File: src/rtl/idec_stage.sv
// Instruction decode stage: a small input FIFO feeding one registered
// decode bundle, with load-use and flag-dependency bubbles and a flush.
module idec_stage #(
    parameter int FULLW     = 32,
    parameter int REGAW     = 4,
    parameter int FLAGSW    = 4,
    parameter int BUF_DEPTH = 2,
    parameter int LR_IDX    = 14
) (
    input  logic              clk,
    input  logic              rst_n,
    input  logic              i_valid_in,
    input  logic [FULLW-1:0]  i_in,
    output logic              i_ready_out,
    input  logic [FLAGSW-1:0] cpsr_in,
    input  logic              flush_in,
    input  logic              ex_ready_in,
    output logic              dec_valid_out,
    output logic [3:0]        alu_opcode_out,
    output logic [REGAW-1:0]  rn_a_out,
    output logic [REGAW-1:0]  rd_a_out,
    output logic [REGAW-1:0]  rm_a_out,
    output logic              reg_we_out,
    output logic              mem_we_out,
    output logic              ib_out,
    output logic              bl_out,
    output logic [FLAGSW-1:0] should_set_cpsr_out,
    output logic [FULLW-1:0]  bv_out,
    output logic              stall_out
);

    localparam int AW = (BUF_DEPTH > 1) ? $clog2(BUF_DEPTH) : 1;
    localparam int CW = AW + 1;
    localparam logic [3:0] COND_AL = 4'hE;

    // Standard ARM condition evaluation against N,Z,C,V.
    function automatic logic cond_pass(input logic [3:0] c, input logic n,
                                       input logic z, input logic cf, input logic v);
        case (c)
            4'h0:    return z;
            4'h1:    return ~z;
            4'h2:    return cf;
            4'h3:    return ~cf;
            4'h4:    return n;
            4'h5:    return ~n;
            4'h6:    return v;
            4'h7:    return ~v;
            4'h8:    return cf & ~z;
            4'h9:    return ~cf | z;
            4'hA:    return n == v;
            4'hB:    return n != v;
            4'hC:    return ~z & (n == v);
            4'hD:    return z | (n != v);
            default: return 1'b1;
        endcase
    endfunction

    logic [FULLW-1:0] r_buf [BUF_DEPTH];
    logic [AW-1:0]    r_wptr;
    logic [AW-1:0]    r_rptr;
    logic [CW-1:0]    r_count;
    logic             r_is_load;

    logic [FULLW-1:0] w_head;
    logic             w_head_valid;
    logic             w_push;
    logic             w_load;
    logic             w_pass;
    logic             w_dp;
    logic             w_ls;
    logic             w_br;
    logic             w_sbit;
    logic             w_link;
    logic [REGAW-1:0] w_rn;
    logic [REGAW-1:0] w_rm;
    logic             w_lu_haz;
    logic             w_flag_haz;
    logic             w_bubble;

    assign i_ready_out  = (r_count != CW'(BUF_DEPTH));
    assign w_push       = i_valid_in & i_ready_out & ~flush_in;
    assign w_head       = r_buf[r_rptr];
    assign w_head_valid = (r_count != '0);

    // Field decode of the FIFO head.
    assign w_pass = cond_pass(w_head[31:28], cpsr_in[FLAGSW-1], cpsr_in[FLAGSW-2],
                              cpsr_in[FLAGSW-3], cpsr_in[FLAGSW-4]);
    assign w_dp   = (w_head[27:26] == 2'b00);
    assign w_ls   = (w_head[27:26] == 2'b01);
    assign w_br   = (w_head[27:25] == 3'b101);
    assign w_sbit = w_head[20];
    assign w_link = w_head[24];
    assign w_rn   = REGAW'(w_head[19:16]);
    assign w_rm   = REGAW'(w_head[3:0]);

    // Hazards only matter against a valid registered bundle and a present head.
    assign w_lu_haz   = r_is_load & reg_we_out & ((rd_a_out == w_rn) | (rd_a_out == w_rm));
    assign w_flag_haz = (should_set_cpsr_out != '0) & (w_head[31:28] != COND_AL);
    assign w_bubble   = w_head_valid & dec_valid_out & (w_lu_haz | w_flag_haz);
    assign w_load     = w_head_valid & ~w_bubble & (~dec_valid_out | ex_ready_in);

    // FIFO storage write.
    // NOTE: the buffer array is deliberately not reset; count and pointers
    // alone define which entries are live, so stale data is never observed.
    always_ff @(posedge clk) begin
        if (w_push) begin
            r_buf[r_wptr] <= i_in;
        end
    end

    // FIFO pointers and occupancy; flush and reset empty the queue.
    // NOTE: state uses non-blocking assignments so every register samples
    // pre-edge values regardless of statement order.
    always_ff @(posedge clk) begin
        if (!rst_n || flush_in) begin
            r_wptr  <= '0;
            r_rptr  <= '0;
            r_count <= '0;
        end else begin
            if (w_push) r_wptr <= r_wptr + 1'b1;
            if (w_load) r_rptr <= r_rptr + 1'b1;
            case ({w_push, w_load})
                2'b10:   r_count <= r_count + 1'b1;
                2'b01:   r_count <= r_count - 1'b1;
                default: r_count <= r_count;
            endcase
        end
    end

    // Decode output register: load, bubble, drain, or hold.
    always_ff @(posedge clk) begin
        if (!rst_n) begin
            dec_valid_out       <= 1'b0;
            alu_opcode_out      <= '0;
            rn_a_out            <= '0;
            rd_a_out            <= '0;
            rm_a_out            <= '0;
            reg_we_out          <= 1'b0;
            mem_we_out          <= 1'b0;
            ib_out              <= 1'b0;
            bl_out              <= 1'b0;
            should_set_cpsr_out <= '0;
            bv_out              <= '0;
            stall_out           <= 1'b0;
            r_is_load           <= 1'b0;
        end else if (flush_in) begin
            dec_valid_out <= 1'b0;
            stall_out     <= 1'b0;
            r_is_load     <= 1'b0;
        end else if (w_load) begin
            dec_valid_out       <= 1'b1;
            alu_opcode_out      <= w_head[24:21];
            rn_a_out            <= w_rn;
            rd_a_out            <= (w_br & w_link) ? REGAW'(LR_IDX) : REGAW'(w_head[15:12]);
            rm_a_out            <= w_rm;
            reg_we_out          <= w_pass & (w_dp | (w_ls & w_sbit) | (w_br & w_link));
            mem_we_out          <= w_pass & w_ls & ~w_sbit;
            ib_out              <= w_pass & w_br;
            bl_out              <= w_br & w_link;
            should_set_cpsr_out <= (w_pass & w_dp & w_sbit) ? '1 : '0;
            bv_out              <= {{(FULLW-26){w_head[23]}}, w_head[23:0], 2'b00};
            stall_out           <= 1'b0;
            r_is_load           <= w_ls & w_sbit;
        end else if (ex_ready_in) begin
            dec_valid_out <= 1'b0;
            stall_out     <= w_bubble;
        end else begin
            stall_out <= 1'b0;
        end
    end

endmodule

File: config.mk
export PLATFORM = sky130hd
export DESIGN_NAME = idec_stage
export DESIGN_NICKNAME = d
export VERILOG_FILES = /design/src/rtl/idec_stage.sv
export SDC_FILE = /design/constraint.sdc
export NUM_CORES = 1
export LEC_CHECK = 0
export ABC_AREA = 0
export CAP_MARGIN = 0
export CORE_MARGIN = 2
export CORE_UTILIZATION = 50
export CTS_BUF_LIST = sky130_fd_sc_hd__clkbuf_2 sky130_fd_sc_hd__clkbuf_4 sky130_fd_sc_hd__clkbuf_8
export CTS_CLUSTER_DIAMETER = 150
export DETAILED_ROUTE_END_ITERATION = 10
export PLACE_DENSITY_LB_ADDON = 0.2
export SLEW_MARGIN = 30
export SYNTH_ARGS = -nofsm -noshare
export SYNTH_HDL_FRONTEND = slang
export SYNTH_SLANG_ARGS = --single-unit
File: constraint.sdc
create_clock -name clk -period 7.9 [get_ports clk]
set_input_delay 1.58 -clock clk [delete_from_list [all_inputs] [get_ports clk]]
set_output_delay 1.58 -clock clk [all_outputs]
set_load 0.005 [all_outputs]
* Word level (Yosys, flattened, before mapping)
Memory sizes are Yosys's and may differ from the RTL's. A register that Yosys moved wholly into a read port is not among the register bits. Index checks and enable logic that the tools add are counted.
Cells by class: equality and inequality tests 23, reduce and logical (&&, ||, !) cells 11, div/mod/pow operators 0, $mul 0, shifts and indexed selects 0, $add $sub $neg 4, bitwise logic cells 36, muxes and demuxes 10, $lt $le $gt $ge 0
Operators by type and width (count):
- $eq 4x4->1 const B | 6
- $and 1x1->1 | 19
- $eq 4x3->1 const B | 4
- $pmux 1 s14 | 1
- $not 1->1 | 10
- $eq 4x2->1 const B | 2
- $eq 4x4->1 | 2
- $mux 4 | 2
- $or 1x1->1 | 7
- $mux 1 | 6
- $reduce_bool 2->1 | 3
- $eq 2x1->1 const B | 2
- $eq 4x1->1 const B | 1
- $logic_not 4->1 | 1
- $ne 4x4->1 const B | 1
- $pmux 2 s2 | 1
- $reduce_bool 4->1 | 1
- $reduce_or 4->1 | 1
- $eq 3x3->1 const B | 1
- $add 1x1->1 const B | 2
- $add 2x1->2 const B | 1
- $eq 2x2->1 const B | 1
- $logic_not 2->1 | 1
- $ne 2x2->1 const B | 1
- other kinds (7) | 7
Word-level totals: output and inout bits 59, register bits after elaboration 55, latch bits 0, input port bits 41, logic and storage cells 101, memories 1, ROM bits 0, bits in writable memories 64
Memory list:
- r_buf | words 2, bits a word 32, read ports 1, clocked after memory_dff 1, write ports 1, RTL line 58 | logic [FULLW-1:0] r_buf [BUF_DEPTH];

* Depth between registers and ports, before layout
Gate-level depths: netlist of run 1.
depth in word-level cells 10, gate-level depth with buffers 11, gate-level depth less buffers 9

* Least setup slack after synthesis of run 1
OpenSTA, ideal clock, no wires.
kind input port to flip-flop, from in flush_in, to mem r_buf[0][0] (enable), setup time 421 ps, path buffers 0, arrival 3183 ps, path slack 4296 ps, stages on the path 2, data required time 7479 ps, cells stage by stage nand3b_1 -> nor2_1
Between the ends: cells in the longest elaborated chain, start to end 4
RTL lines:
- from (decl) | RTL line 16 | input logic flush_in,
- $not 1->1 (no line)
- $and 1x1->1 | RTL line 81 | assign w_push = i_valid_in & i_ready_out & ~flush_in;
- $mux 1 | RTL line 106 | if (w_push) begin
- $mux 1 (implied by the code) | RTL line 107 | r_buf[r_wptr] <= i_in;
- to (decl) | RTL line 58
No other way between the ends.

* Worst setup path in the final report of run 1
from in ex_ready_in, to reg ib_out
Between the ends: cells in the longest elaborated chain, start to end 3
RTL lines:
- from (decl) | RTL line 17 | input logic ex_ready_in,
- $or 1x1->1 | RTL line 100 | assign w_load = w_head_valid & ~w_bubble & (~dec_valid_out | ex_ready_in);
- $and 1x1->1 | RTL line 100
- $reduce_and 2->1 (no line)
- to (signal assigned) | RTL line 158 | ib_out <= w_pass & w_br;
- to (decl) | RTL line 25 | output logic ib_out,
No other way between the ends. A chain may end at the register's enable or synchronous reset.

==> impl_metrics.ini, run 1 <==
[clocking]
root_buffer = clkbuf_8
cts.clk_slew.worst_paths_ns = 0.10
clk-insertion-delay-late_ns = 0.36
hold_buffers = 0
cts.repair.resized = 0
postCtsSetupBuffers = 0
cts_tree = done
clockBufferDepth = 2
cts.sinks = 106
htreeDepth = 3
cts_inserted_buffers = 9

[route]
wl_per_cell_um = 17.5
drc = 0
viasPerCell = 5.57
drt-total-wl_um = 9200
vias = 2933
drt_iter0_markers = 222
ant_nets = 0
dr.pass1.iters = 4

[final_layout]
fin_nets = 456
n_antenna_cell = 0
register_area_mm2 = 0.00277
syn2layout_area_growth_pct = 24.0
multi_input_area_mm2 = 0.00148
num-fill-cells = 680
drive_above_1_share = 0.119

[placement]
place.detailed.hpwl_um = 6110
gp_congestion = 0.780
portBuffers = 97

[power]
vdd_ir_drop_max_uv = 143
p_seq_frac = 0.448
swShare = 0.327
p_per_area_mw_per_mm2 = 308
power_mw = 1.73
internal_power_mw = 1.17
p_leak_nw = 1.82
p_sw_mw = 0.566
power_frac_comb = 0.377
p_clk_frac = 0.175

[logic_synthesis]
synth_area_mm2 = 0.00453
ys.flop_type = edfxtp_1
synthCells = 343
synthArstFlopShare = 0
syn_avg_cell_area_um2 = 13.2
synth-seq-cells = 106
synth_edf_count = 64
ys_seq_area_frac = 0.609
synth_cell_types = 53
yosysWarnings = 0

[timing]
finalHoldViolCount = 0
rsz0062_at_grt = false
fin_worst_skew_ns = 0.0142
fin_tns_setup_ns = 0
slew_viol_final = 0
worst_slew_pin_slew_ns = 0.766
fmax_mhz = 267
setup_viol = 0
slew_headroom = 0.484
min_period_over_period = 0.474
post-route-min-period_ns = 3.74

[floorplan]
die_area_mm2 = 0.00984
die_x_um = 99.2
core_mm2 = 0.00876
ios = 100
die_h_um = 99.2
core.rowCount = 34
start_util = 0.517

[grt]
grt_max_degree = 42
antenna_found_initial = 0
grt_pass1_vias = 2824
grt_pass1_wl_um = 14500
globalRoute.totalOverflow = 0
grt_usage = 0.188

[critical_path]
critPathBufInv = 1
startpoint_type = input port
slowest_stage = or4b_1
cp_data_required_time_ns = 8.19
path_cells = clkdlybuf4s50_1 -> o21ai_0 -> nor2_1 -> or4b_1 -> nand2_2 -> a41o_1
crit_family = simple AND/OR/NAND/NOR gates
critical_path_arrival_ns = 4.03
crit_path_end_kind = flip-flop
criticalPathCategory = input port to flip-flop
cp_max_fo = 29
slowest_delay_ns = 0.60

[outcome]
status = finished clean

[min_path]
hp-class = flip-flop to flip-flop

[run]
drv_cap = 0
## final cells by class
cell class | count | area share
sequential | 106 | 0.492
multi-input combinational | 190 | 0.263
timing repair buffer | 101 | 0.185
tap | 108 | 0.0240
clock buffer | 9 | 0.0220
clock inverter | 7 | 0.00935
inverter | 6 | 0.00401
## power groups by stage
stage,Sequential (mW),Clock [mW],Combinational (mW)
2_1_floorplan,0.752,0,0.447
3_3_place_gp,0.787,0,0.638
3_5_place_dp,0.791,0,0.655
4_1_cts,0.778,0.309,0.659
5_1_grt,0.790,0.329,0.716
6_report,0.776,0.302,0.654
## through the flow
stage | hold WS [ns] | instance area, µm² | cells | worst slack (ns) | utilization
floorplan | 0.439 | 4540 | 344 | 4.30 | -
global placement | 0.464 | 5390 | 509 | 3.87 | 0.615
detailed placement | 0.464 | 5440 | 511 | 3.83 | 0.621
CTS | 0.479 | 5620 | 527 | 4.20 | 0.641
global route | 0.491 | 5620 | 527 | 3.99 | 0.641
finish | 0.492 | 5620 | 527 | 4.16 | 0.641
## layout by cell type (no fill, tap or decap), drive strengths merged, types with 3 or more instances in the layout
master and n:
nand2 10, mux2 5, clkinv 4, o21ai 5
xnor2 12, dfxtp 42, nand3 5, o21a 3
clkdlybuf4s50 97, buf 4, nor2 12, clkbuf 9
mux2i 28, a311oi 3, a41o 3, nor3 34
a21oi 9, nor4 3, inv 8, a211oi 22
edfxtp 64, xor2 3
## tightest hold or removal path: stages (launching register included)
cell and delay, ns:
dfxtp_1 0.34, nand3_1 0.07, a21oi_1 0.05
## state kept, by name, summed over array words and instances (netlist names), 2 cells and up, named ones only
register and count:
alu_opcode_out 4, rd_a_out 4, rn_a_out 3, rm_a_out 3, r_count 2, r_buf 64
bv_out 15
## logic make-up (layout without fill, tap and decap cells)
logic type | count (synthesis) | after routing | share of synthesized area
compound gates | 59 | 59 | 0.112
xor+xnor | 15 | 15 | 0.0290
fa+ha+maj | 1 | 1 | 0.00276
buf+inv | 48 | 123 | 0.0684
flops | 106 | 106 | 0.609
mux | 33 | 33 | 0.0759
other cells | 1 | 2 | 0.000827
simple gates | 80 | 80 | 0.102
## Yosys cell counts, drive strengths merged (2+ instances only)
| cell | n | area [µm²] |
|---|---|---|
| and3 | 2 | 12.5 |
| a21o | 2 | 15.0 |
| a32oi | 2 | 17.5 |
| nand3 | 5 | 25.0 |
| edfxtp | 64 | 1920 |
| nor4 | 3 | 48.8 |
| a21oi | 9 | 45.0 |
| nor2 | 12 | 45.0 |
| dfxtp | 42 | 841 |
| o21a | 3 | 22.5 |
| nand3b | 2 | 15.0 |
| a311oi | 3 | 26.3 |
| nand2 | 10 | 40.0 |
| xor2 | 3 | 26.3 |
| or3 | 2 | 12.5 |
| buf | 30 | 243 |
| o31ai | 2 | 15.0 |
| xnor2 | 12 | 105 |
| mux2i | 28 | 288 |
| mux2 | 5 | 56.3 |
| a41o | 3 | 30.0 |
| inv | 6 | 22.5 |
| clkbuf | 12 | 45.0 |
| nand2b | 2 | 12.5 |
| nor3 | 34 | 170 |
| o21ai | 5 | 25.0 |
| a211oi | 22 | 215 |
## routing by layer
layer	global-route usage	wire, µm
met1	0.259	4100
met2	0.304	4510
met3	0.0316	545
met4	0.0632	44
met5	0	0
## worst paths after layout
path                     from        end  slack [ns]  depth (start not counted)
hold reg to reg     r_is_load  r_is_load        0.49                          2
setup reg to reg    flip-flop     ib_out        4.69                          5
hold / removal      r_is_load  r_is_load        0.49                          2
setup / recovery  ex_ready_in     ib_out        4.16                          6
No activity file was read; power rests on OpenSTA's default activity.
==> inputs of run 2 (changes only) <==
==> constraint.sdc (replaced) <==
create_clock -name clk -period 3.49 [get_ports clk]
set_input_delay 0.698 -clock clk [delete_from_list [all_inputs] [get_ports clk]]
set_output_delay 0.698 -clock clk [all_outputs]
set_load 0.005 [all_outputs]
==> impl_metrics.ini, run 2 (synthesized netlist as in run 1, its figures left out) <==
[grt]
grt_use_met2 = 0.278
grt_usage = 0.181
top_usage_layer = met2
grt_pass1_vias = 2723
antenna_found_initial = 0
grt_max_degree = 34
met1_usage = 0.254
globalRoute.totalOverflow = 0
grt_pass1_wl_um = 13900
use_met3 = 0.0478

[route]
wl_per_cell_um = 16.7
vias = 2921
dr.pass1.iters = 4
drt-total-wl_um = 8880
viasPerCell = 5.50
ant_nets = 0
drt_iter0_markers = 141
drc = 0

[final_layout]
n_antenna_cell = 0
stdcell_count = 531
regMostFlops = r_buf
final_core_util = 0.645
drive_above_1_share = 0.125
largest_registers = r_buf (64), bv_out (15)
largest_reg_flops = 64
syn2layout_area_growth_pct = 24.7
layout_commonest_cell = clkdlybuf4s50_1
final_cell_area_mm2 = 0.00565
fin_nets = 460
final_cell_mix = clkdlybuf4s50_1 (97), edfxtp_1 (64), dfxtp_1 (41)

[critical_path]
criticalPathCategory = flip-flop to flip-flop
critical_path_arrival_ns = 3.39
r2r_slack_ns = 0.41
cp_max_fo = 20
crit_path_end_kind = flip-flop
startpoint_type = flip-flop
cp_data_required_time_ns = 3.81

[timing]
fmax_mhz = 325
fin_tns_setup_ns = 0
min_period_over_period = 0.881
slew_viol_final = 0
holdWs_ns = 0.503
finalHoldViolCount = 0
setup_viol = 0
rsz0062_at_grt = false
fin_worst_skew_ns = 0.0120
setup_slack_ns = 0.414
worst_slew_pin_slew_ns = 0.759
slew_headroom = 0.489
post-route-min-period_ns = 3.08

[outcome]
status = finished clean

[floorplan]
ios = 100
core_mm2 = 0.00876
start_util = 0.517
die_x_um = 99.2
core.rowCount = 34
die_area_mm2 = 0.00984
die_h_um = 99.2

[min_path]
hp-class = flip-flop to flip-flop

[power]
p_per_area_mw_per_mm2 = 704
vdd_ir_drop_max_uv = 348
p_leak_nw = 1.84
power_mw = 3.98

[placement]
dp_cells = 515
place.detailed.hpwl_um = 6150
portBuffers = 97
pre_cts_ws_ns = 0.423
gp_congestion = 0.801
postPlaceCellArea_mm2 = 0.00547

[clocking]
root_buffer = clkbuf_8
clockBufferDepth = 2
cts.clk_slew.worst_paths_ns = 0.11
cts_tree = done
postCtsSetupBuffers = 0
clk-insertion-delay-late_ns = 0.38
hold_buffers = 0
cts.repair.resized = 0
cts.sinks = 106
cts_inserted_buffers = 9
htreeDepth = 3

[run]
drv_cap = 0
==> run 2: final timing paths <==
kind,startpoint,end,cells after the start
setup / recovery,flip-flop,r_count[1],7
hold / removal,r_is_load,r_is_load,2
hold reg to reg,r_is_load,r_is_load,2
setup reg to reg,flip-flop,r_count[1],7
==> run 2: routing by layer <==
layer / vias up / share of wire
li1: 1414 / -
met1: 1407 / 0.47
met2: 89 / 0.47
met3: 11 / 0.050
met4: 0 / 0.015
met5: - / 0
==> run 2: layout make-up <==
class                   instances  area, µm²
multi-input cells             190       1480
clock inverters                 7       60.1
inverters                       6       22.5
clock buffers                   9        124
repair buffers                105       1070
well taps                     108        135
fillers                       675       3110
flip-flops and latches        106       2760
==> run 2: power by group <==
part | switching (mW) | leakage [nW] | internal [mW] | total (mW)
clock network | 0.447 | 0.0901 | 0.273 | 0.720
logic | 0.661 | 0.818 | 0.866 | 1.53
registers | 0.199 | 0.930 | 1.54 | 1.73
total | 1.31 | 1.84 | 2.67 | 3.98
==> run 2: critical path: stages, from the launching register on <==
cell     delay, ns
dfxtp_2       0.77
mux2i_2       0.47
a31oi_2       0.28
or4_1         0.65
nand2_1       0.10
ha_1          0.25
or3_1         0.35
a21oi_1       0.15
